--- src/rtl/tlul_pkg.sv ---
// TL-UL type definitions shared by host and device adapters, plus host FSM state encoding.
// Latency: n/a (types, constants and a pure function only).
// Backpressure: n/a.
// Optional feature macro: TLUL_HOST_TIMEOUT_EN (adds the DRAIN host state).
package tlul_pkg;

    localparam int TL_AW  = 32;
    localparam int TL_DW  = 32;
    localparam int TL_AIW = 8;
    localparam int TL_DIW = 1;
    localparam int TL_DBW = TL_DW / 8;
    localparam int TL_SZW = 2;
    localparam int TL_AUW = 16;
    localparam int TL_DUW = 16;

    // log2 of the byte count of a full-word access
    localparam logic [TL_SZW-1:0] TL_SZ_WORD = 2'd2;

    typedef enum logic [2:0] {
        PutFullData    = 3'h0,
        PutPartialData = 3'h1,
        Get            = 3'h4
    } tl_a_op_e;

    typedef enum logic [2:0] {
        AccessAck     = 3'h0,
        AccessAckData = 3'h1
    } tl_d_op_e;

    typedef struct packed {
        logic                a_valid;
        tl_a_op_e            a_opcode;
        logic [2:0]          a_param;
        logic [TL_SZW-1:0]   a_size;
        logic [TL_AIW-1:0]   a_source;
        logic [TL_AW-1:0]    a_address;
        logic [TL_DBW-1:0]   a_mask;
        logic [TL_DW-1:0]    a_data;
        logic [TL_AUW-1:0]   a_user;
        logic                d_ready;
    } tl_h2d_t;

    typedef struct packed {
        logic                d_valid;
        tl_d_op_e            d_opcode;
        logic [2:0]          d_param;
        logic [TL_SZW-1:0]   d_size;
        logic [TL_AIW-1:0]   d_source;
        logic [TL_DIW-1:0]   d_sink;
        logic [TL_DW-1:0]    d_data;
        logic [TL_DUW-1:0]   d_user;
        logic                d_error;
        logic                a_ready;
    } tl_d2h_t;

    typedef enum logic [1:0] {
        IDLE,
        AREQ,
        DWAIT
`ifdef TLUL_HOST_TIMEOUT_EN
        ,
        DRAIN
`endif
    } host_state_e;

    // A write is a PutFullData only when every byte lane is enabled.
    function automatic logic mask_is_full(input logic [TL_DBW-1:0] mask);
        return &mask;
    endfunction

endpackage

--- src/rtl/tlul_adapter_host.sv ---
// Host-side TL-UL initiator: turns a req/gnt register master port into single-outstanding TL-UL accesses.
// Latency: grant in N -> a_valid in N+1; D accepted in M -> valid_o pulse in M+1 (new grant possible in M+1).
// Backpressure: a_valid and payload held until a_ready; req_i is only granted while idle.
//
// Ports:
//   clk_i, rst_ni          clock, asynchronous active-low reset
//   req_i/gnt_o            master request / one-cycle combinational grant
//   we_i, addr_i, wdata_i, be_i   request fields, captured on grant
//   valid_o, rdata_o, err_o       one-cycle response pulse; rdata_o/err_o hold until next response
//   tl_o / tl_i            TL-UL A channel + d_ready out, D channel + a_ready in
// Optional feature macro: TLUL_HOST_TIMEOUT_EN (D-channel watchdog + DRAIN state).
module tlul_adapter_host
    import tlul_pkg::*;
#(
    parameter logic [TL_AIW-1:0] SourceId      = '0,
    parameter int                DataW         = 32,
    parameter int                TimeoutCycles = 1024
) (
    input  logic               clk_i,
    input  logic               rst_ni,
    input  logic               req_i,
    output logic               gnt_o,
    input  logic               we_i,
    input  logic [31:0]        addr_i,
    input  logic [DataW-1:0]   wdata_i,
    input  logic [DataW/8-1:0] be_i,
    output logic               valid_o,
    output logic [DataW-1:0]   rdata_o,
    output logic               err_o,
    output tl_h2d_t            tl_o,
    input  tl_d2h_t            tl_i
);

    host_state_e          r_state;
    host_state_e          w_state_nxt;
    tl_a_op_e             r_opcode;
    logic [TL_AW-1:0]     r_address;
    logic [TL_DBW-1:0]    r_mask;
    logic [TL_DW-1:0]     r_data;
    logic [DataW-1:0]     r_rdata;
    logic                 r_err;
    logic                 r_valid;

    logic                 w_gnt;
    logic                 w_a_valid;
    logic                 w_d_ready;
    logic                 w_resp;
    logic                 w_resp_err;
    tl_d_op_e             w_exp_dop;
    logic                 w_timeout;

    // Only a response arriving while waiting for one counts; D beats seen in
    // IDLE/AREQ are unsolicited and ignored (d_ready is low there anyway).
    assign w_resp     = (r_state == DWAIT) & tl_i.d_valid;
    assign w_exp_dop  = (r_opcode == Get) ? AccessAckData : AccessAck;
    assign w_resp_err = tl_i.d_error | (tl_i.d_source != SourceId) | (tl_i.d_opcode != w_exp_dop);

`ifdef TLUL_HOST_TIMEOUT_EN
    localparam int CntW = $clog2(TimeoutCycles + 1);
    logic [CntW-1:0] r_cnt;

    // A real response in the limit cycle takes priority over the timeout.
    assign w_timeout = (r_state == DWAIT) & ~tl_i.d_valid & (r_cnt == CntW'(TimeoutCycles - 1));

    always_ff @(posedge clk_i or negedge rst_ni) begin
        if (!rst_ni) begin
            r_cnt <= '0;
        end else if (r_state == AREQ && tl_i.a_ready) begin
            r_cnt <= '0;
        end else if (r_state == DWAIT && !tl_i.d_valid) begin
            r_cnt <= r_cnt + 1'b1;
        end
    end

    logic w_unused;
    assign w_unused = ^{tl_i.d_param, tl_i.d_size, tl_i.d_sink, tl_i.d_user, addr_i[1:0]};
`else
    assign w_timeout = 1'b0;

    logic w_unused;
    assign w_unused = ^{tl_i.d_param, tl_i.d_size, tl_i.d_sink, tl_i.d_user, addr_i[1:0],
                        w_timeout, TimeoutCycles[0]};
`endif

    always_comb begin
        w_state_nxt = r_state;
        w_gnt       = 1'b0;
        w_a_valid   = 1'b0;
        w_d_ready   = 1'b0;
        case (r_state)
            IDLE: begin
                w_gnt = req_i;
                if (req_i) w_state_nxt = AREQ;
            end
            AREQ: begin
                w_a_valid = 1'b1;
                if (tl_i.a_ready) w_state_nxt = DWAIT;
            end
            DWAIT: begin
                w_d_ready = 1'b1;
                if (tl_i.d_valid) begin
                    w_state_nxt = IDLE;
                end
`ifdef TLUL_HOST_TIMEOUT_EN
                else if (w_timeout) begin
                    w_state_nxt = DRAIN;
                end
`endif
            end
`ifdef TLUL_HOST_TIMEOUT_EN
            // Swallow the late response so it cannot be mistaken for the next one.
            DRAIN: begin
                w_d_ready = 1'b1;
                if (tl_i.d_valid) w_state_nxt = IDLE;
            end
`endif
            default: w_state_nxt = IDLE;
        endcase
    end

    always_ff @(posedge clk_i or negedge rst_ni) begin
        if (!rst_ni) begin
            r_state   <= IDLE;
            r_opcode  <= PutFullData;
            r_address <= '0;
            r_mask    <= '0;
            r_data    <= '0;
            r_rdata   <= '0;
            r_err     <= 1'b0;
            r_valid   <= 1'b0;
        end else begin
            r_state <= w_state_nxt;
            r_valid <= 1'b0;
            if (r_state == IDLE && req_i) begin
                r_opcode  <= we_i ? (mask_is_full(be_i) ? PutFullData : PutPartialData) : Get;
                r_address <= {addr_i[31:2], 2'b00};
                r_mask    <= we_i ? be_i : '1;
                r_data    <= we_i ? wdata_i : '0;
            end
            if (w_resp) begin
                r_valid <= 1'b1;
                r_err   <= w_resp_err;
                if (r_opcode == Get) r_rdata <= tl_i.d_data;
            end else if (w_timeout) begin
                r_valid <= 1'b1;
                r_err   <= 1'b1;
                r_rdata <= '1;
            end
        end
    end

    always_comb begin
        tl_o           = '0;
        tl_o.a_valid   = w_a_valid;
        tl_o.a_opcode  = r_opcode;
        tl_o.a_param   = 3'b000;
        tl_o.a_size    = TL_SZ_WORD;
        tl_o.a_source  = SourceId;
        tl_o.a_address = r_address;
        tl_o.a_mask    = r_mask;
        tl_o.a_data    = r_data;
        tl_o.a_user    = '0;
        tl_o.d_ready   = w_d_ready;
    end

    assign gnt_o   = w_gnt;
    assign valid_o = r_valid;
    assign rdata_o = r_rdata;
    assign err_o   = r_err;

endmodule
--- config.mk ---
export PLATFORM = sky130hd
export DESIGN_NAME = tlul_adapter_host
export DESIGN_NICKNAME = d
export VERILOG_FILES = /design/src/rtl/tlul_pkg.sv /design/src/rtl/tlul_adapter_host.sv
export SDC_FILE = /design/constraint.sdc
export NUM_CORES = 1
export LEC_CHECK = 0
export CAP_MARGIN = 20
export CORE_UTILIZATION = 37
export DETAILED_ROUTE_END_ITERATION = 8
export PLACE_DENSITY = 0.83
export SKIP_LAST_GASP = 1
export SLEW_MARGIN = 5
export SYNTH_ARGS = -nofsm -noshare
export SYNTH_HDL_FRONTEND = slang
export SYNTH_SLANG_ARGS = --single-unit
--- constraint.sdc ---
create_clock -name clk_i -period 1.9 [get_ports clk_i]
set_clock_uncertainty 0.2 [all_clocks]
set_input_delay 0.475 -clock clk_i [delete_from_list [all_inputs] [get_ports clk_i]]
set_output_delay 0.475 -clock clk_i [all_outputs]
set_load 0.05 [all_outputs]
==> metrics.txt, run 1 <==
# TYPE chip_impl_metric gauge
chip_impl_metric{name="yosys.area.top_type_share",unit=""} 0.585
chip_impl_metric{name="crit_required",unit="ns"} 1.22
chip_impl_metric{name="die_h",unit="um"} 112
chip_impl_metric{name="synth_xor_xnor_area_share",unit=""} 0.00197
chip_impl_metric{name="ff2ff_setup_slack",unit="ns"} 0.01
chip_impl_metric{name="die_area",unit="um^2"} 12500
chip_impl_info{name="tritoncts",value="done"} 1
chip_impl_metric{name="start_util",unit=""} 0.385
chip_impl_metric{name="post-route-worst-setup-slack",unit="ns"} -0.165
chip_impl_metric{name="synth_mux_area_frac",unit=""} 0.106
chip_impl_info{name="criticalPathCategory",value="register to output pin"} 1
chip_impl_metric{name="drt_first_pass_iters",unit=""} 7
chip_impl_metric{name="numCtsBuffers",unit=""} 9
chip_impl_info{name="run_status",value="finished with violations"} 1
chip_impl_metric{name="slew-limit-headroom",unit=""} 0.549
chip_impl_metric{name="areaGrowthSynthToFinish",unit="%"} 81.5
chip_impl_metric{name="die_w",unit="um"} 112
chip_impl_metric{name="grt.met2_usage",unit=""} 0.359
chip_impl_metric{name="simple_gate_portion_of_the_synthesized_area",unit=""} 0.192
chip_impl_metric{name="gp_congestion",unit=""} 0.795
chip_impl_metric{name="floorplan.io_pins",unit=""} 277
chip_impl_metric{name="antenna_found_initial",unit=""} 0
chip_impl_metric{name="final_number_of_max_transition_violations",unit=""} 0
chip_impl_info{name="synth_top_family_by_area",value="simple AND/OR/NAND/NOR gates"} 1
chip_impl_metric{name="grt_max_degree",unit=""} 105
chip_impl_metric{name="drc",unit=""} 19
chip_impl_metric{name="routedWlPerCell",unit="um"} 16.2
chip_impl_info{name="worst_setup_path_endpoint",value="gnt_o"} 1
chip_impl_metric{name="routed_wl",unit="um"} 12800
chip_impl_metric{name="finish.cell_count_without_fillers",unit=""} 791
chip_impl_metric{name="syn_area",unit="um^2"} 4450
chip_impl_metric{name="cell_row_count",unit=""} 39
chip_impl_metric{name="setup-violations-final",unit=""} 3
chip_impl_metric{name="drv.max_cap_violation_count",unit=""} 0
chip_impl_metric{name="comb_power_share",unit=""} 0.628
chip_impl_metric{name="finalHoldViolCount",unit=""} 0
chip_impl_metric{name="clock-sinks",unit=""} 104
chip_impl_metric{name="route.antenna.remaining_nets",unit=""} 0
chip_impl_metric{name="cp.arrival",unit="ns"} 1.39
chip_impl_info{name="violated_checks",value="DRC, setup timing"} 1
chip_impl_metric{name="power.share.switching",unit=""} 0.446
chip_impl_metric{name="switching_power",unit="W"} 0.00736
chip_impl_metric{name="coreArea",unit="um^2"} 11600
chip_impl_metric{name="internal_power_contribution",unit="W"} 0.00916
chip_impl_metric{name="synth.avg_cell_area",unit="um^2"} 10.7
chip_impl_metric{name="grt_pass1_wl",unit="um"} 19700
chip_impl_metric{name="async_flop_share",unit=""} 1.00
chip_impl_metric{name="clock_tree.buffer_depth",unit=""} 2
chip_impl_metric{name="syn-instance-count",unit=""} 417
chip_impl_metric{name="tightestPinTransition",unit="ns"} 0.676
chip_impl_metric{name="synthAdderAreaFrac",unit=""} 0
chip_impl_metric{name="drt_first_iter_violations",unit=""} 169
chip_impl_metric{name="post-dp-hpwl",unit="um"} 9630
chip_impl_metric{name="via_per_inst",unit=""} 4.71
chip_impl_metric{name="numPortBuffers",unit=""} 220
chip_impl_info{name="post-synth-top-count-cell",value="sky130_fd_sc_hd__nand2_1"} 1
chip_impl_metric{name="yosysUniqueCellTypes",unit=""} 28
chip_impl_info{name="capture_instance_of_the_worst_register_to_register_path",value="r_data[27]$_DFFE_PN0P_"} 1
chip_impl_info{name="synth_top_cells_by_area",value="sky130_fd_sc_hd__dfrtp_1 58%, sky130_fd_sc_hd__nand2_1 13%, sky130_fd_sc_hd__mux2_4 10%"} 1
chip_impl_metric{name="number_of_global_route_vias_before_repair",unit=""} 3723
chip_impl_metric{name="compound_gate_portion_of_the_synthesized_area",unit=""} 0.0112
chip_impl_metric{name="timing.final.crit_share",unit=""} 1.09
chip_impl_metric{name="clock_share_of_power",unit=""} 0.106
chip_impl_metric{name="placed_instances",unit=""} 766
chip_impl_metric{name="power-per-cell-area",unit="nW/um^2"} 2050
chip_impl_metric{name="ir_worst_vdd",unit="V"} 0.00135
chip_impl_metric{name="htreeDepth",unit=""} 3
chip_impl_metric{name="globalRouteMet3Util",unit=""} 0.0659
chip_impl_metric{name="yosys_register_bits",unit=""} 104
chip_impl_metric{name="timing.setup.tns",unit="ns"} -0.265
chip_impl_info{name="unrepaired_setup_endpoints_after_global_routing",value="yes"} 1
chip_impl_info{name="r2r_start",value="r_state[1]$_DFFE_PN0P_"} 1
chip_impl_metric{name="clk_pin_slew_worst_paths",unit="ns"} 0.07
chip_impl_metric{name="critical_path.max_fanout",unit=""} 3
chip_impl_metric{name="number_of_enable_flip_flop_cells_after_synthesis",unit=""} 0
chip_impl_info{name="synthDominantAreaCellType",value="sky130_fd_sc_hd__dfrtp_1"} 1
chip_impl_info{name="most_used_layer_global_route",value="met2"} 1
chip_impl_metric{name="grt.total_usage",unit=""} 0.207
chip_impl_metric{name="antenna_cells",unit=""} 0
chip_impl_metric{name="final_nets",unit=""} 783
chip_impl_info{name="synth_common_cells",value="157 x sky130_fd_sc_hd__nand2_1, 104 x sky130_fd_sc_hd__dfrtp_1, 38 x sky130_fd_sc_hd__buf_4"} 1
chip_impl_info{name="critical_path.startpoint",value="r_state[1]$_DFFE_PN0P_"} 1
chip_impl_info{name="min_path_type",value="register to register"} 1
chip_impl_metric{name="fmax",unit="GHz"} 0.484
chip_impl_info{name="synth_ff_type",value="sky130_fd_sc_hd__dfrtp_1"} 1
chip_impl_metric{name="p_leak",unit="nW"} 3.90
chip_impl_metric{name="synthesis.yosys.warnings",unit=""} 0
chip_impl_metric{name="clock_latency",unit="ns"} 0.35
chip_impl_metric{name="fin_crit",unit="ns"} 2.07
chip_impl_metric{name="globalRoute.totalOverflow",unit=""} 0
chip_impl_metric{name="dr_total_vias",unit=""} 3728
chip_impl_info{name="cp-start-kind",value="register"} 1
chip_impl_info{name="endpoint_type_of_the_worst_setup_path",value="output pin"} 1
chip_impl_info{name="clock-root-buffer",value="sky130_fd_sc_hd__clkbuf_16"} 1
chip_impl_metric{name="final_layout_size_suffix_gt1_frac",unit=""} 0.279
chip_impl_metric{name="synth_seq_area_share",unit=""} 0.585
chip_impl_metric{name="reg2reg_depth",unit=""} 8
chip_impl_metric{name="power.share.sequential",unit=""} 0.266
chip_impl_metric{name="globalRouteMet1Util",unit=""} 0.221
## layer usage
layer,wire length [um],part of all wire
met5,0,0
met2,6640,0.52
met4,500,0.039
met3,1090,0.085
met1,4550,0.36
## what timing repair did
item | CTS | global route
endpoints found under the hold margin | 3 | 0
pin swaps | 1 | 1
resized for setup | 4 | 1
hold buffers | 1 | 0
setup endpoints to repair | 66 | 3
setup buffers | 3 | 5
## flip-flops by register name, indices dropped and copies added (netlist names)
| signal | cells |
|---|---|
| r_mask | 4 |
| r_opcode | 2 |
| err_o | 1 |
| valid_o | 1 |
| rdata_o | 32 |
| r_state | 2 |
| r_address | 30 |
| r_data | 32 |
## placed cells by master (no fill, tap or decap), drive strengths merged, types with 2 or more instances in the layout
cell / count
dfrtp: 104
clkdlybuf4s50: 113
mux2: 32
inv: 6
o21ai: 2
buf: 127
nor4: 2
nand2: 157
clkinv: 4
clkbuf: 12
nor2: 5
nand3: 33
conb: 32
a31oi: 5
## stage by stage
stage	utilization	worst slack, ns	hold WS [ns]	total power [W]	cell area [um^2]
2_1_floorplan	-	0.00722	-0.0206	0.00909	4570
3_3_place_gp	0.667	-0.427	0.314	0.0144	7710
3_5_place_dp	0.667	-0.453	0.321	0.0147	7710
4_1_cts	0.695	-0.167	0.335	0.0166	8040
5_1_grt	0.699	-0.194	0.350	0.0171	8080
6_report	0.699	-0.165	0.333	0.0165	8080
## final cells by class
type	count	area (um^2)
Fill cell	783	3490
Timing Repair Buffer	242	3470
Sequential cell	104	2600
Multi-Input combinational cell	279	1510
Clock buffer	12	256
Tap cell	143	179
Inverter	7	31.3
Clock inverter	4	30.0
## cells by family (layout without fill, tap and decap cells)
| family | count (synthesis) | in the layout |
|---|---|---|
| flops | 104 | 104 |
| buf+inv | 64 | 265 |
| other cells | 2 | 32 |
| simple gates | 206 | 206 |
| xor+xnor | 1 | 1 |
| mux | 32 | 32 |
| compound gates | 8 | 8 |
## worst min-delay path by stage
stage | from | end | depth (start not counted)
after detailed placement | r_data[8]$_DFFE_PN0P_ | r_data[8]$_DFFE_PN0P_ | 2
after CTS | r_data[8]$_DFFE_PN0P_ | r_data[8]$_DFFE_PN0P_ | 2
after floorplan | rst_ni | err_o$_DFFE_PN0P_ | 0
after global routing | r_data[6]$_DFFE_PN0P_ | r_data[6]$_DFFE_PN0P_ | 2
final | r_data[8]$_DFFE_PN0P_ | r_data[8]$_DFFE_PN0P_ | 2
after global placement | r_opcode[2]$_DFFE_PN0P_ | r_opcode[2]$_DFFE_PN0P_ | 2
## power groups by stage
stage | registers (W) | logic, W | clock network [W]
detailed placement | 0.00445 | 0.0103 | 0
global placement | 0.00433 | 0.0101 | 0
global route | 0.00449 | 0.0107 | 0.00191
CTS | 0.00441 | 0.0104 | 0.00182
finish | 0.00439 | 0.0104 | 0.00176
floorplan | 0.00730 | 0.00179 | 0
## critical path: stages (launching register included)
cell,delay [ns]
sky130_fd_sc_hd__dfrtp_1,0.42
sky130_fd_sc_hd__or3b_4,0.43
sky130_fd_sc_hd__clkinv_4,0.07
sky130_fd_sc_hd__buf_12,0.12
Note: power is estimated with default switching activity, not from simulation.
==> inputs of run 2 (changes only) <==
Settings changed: ABC_CLOCK_PERIOD_IN_PS set to 1900.
==> results of run 2 <==
Final layout, timing and power as in run 1 (identical DEF).
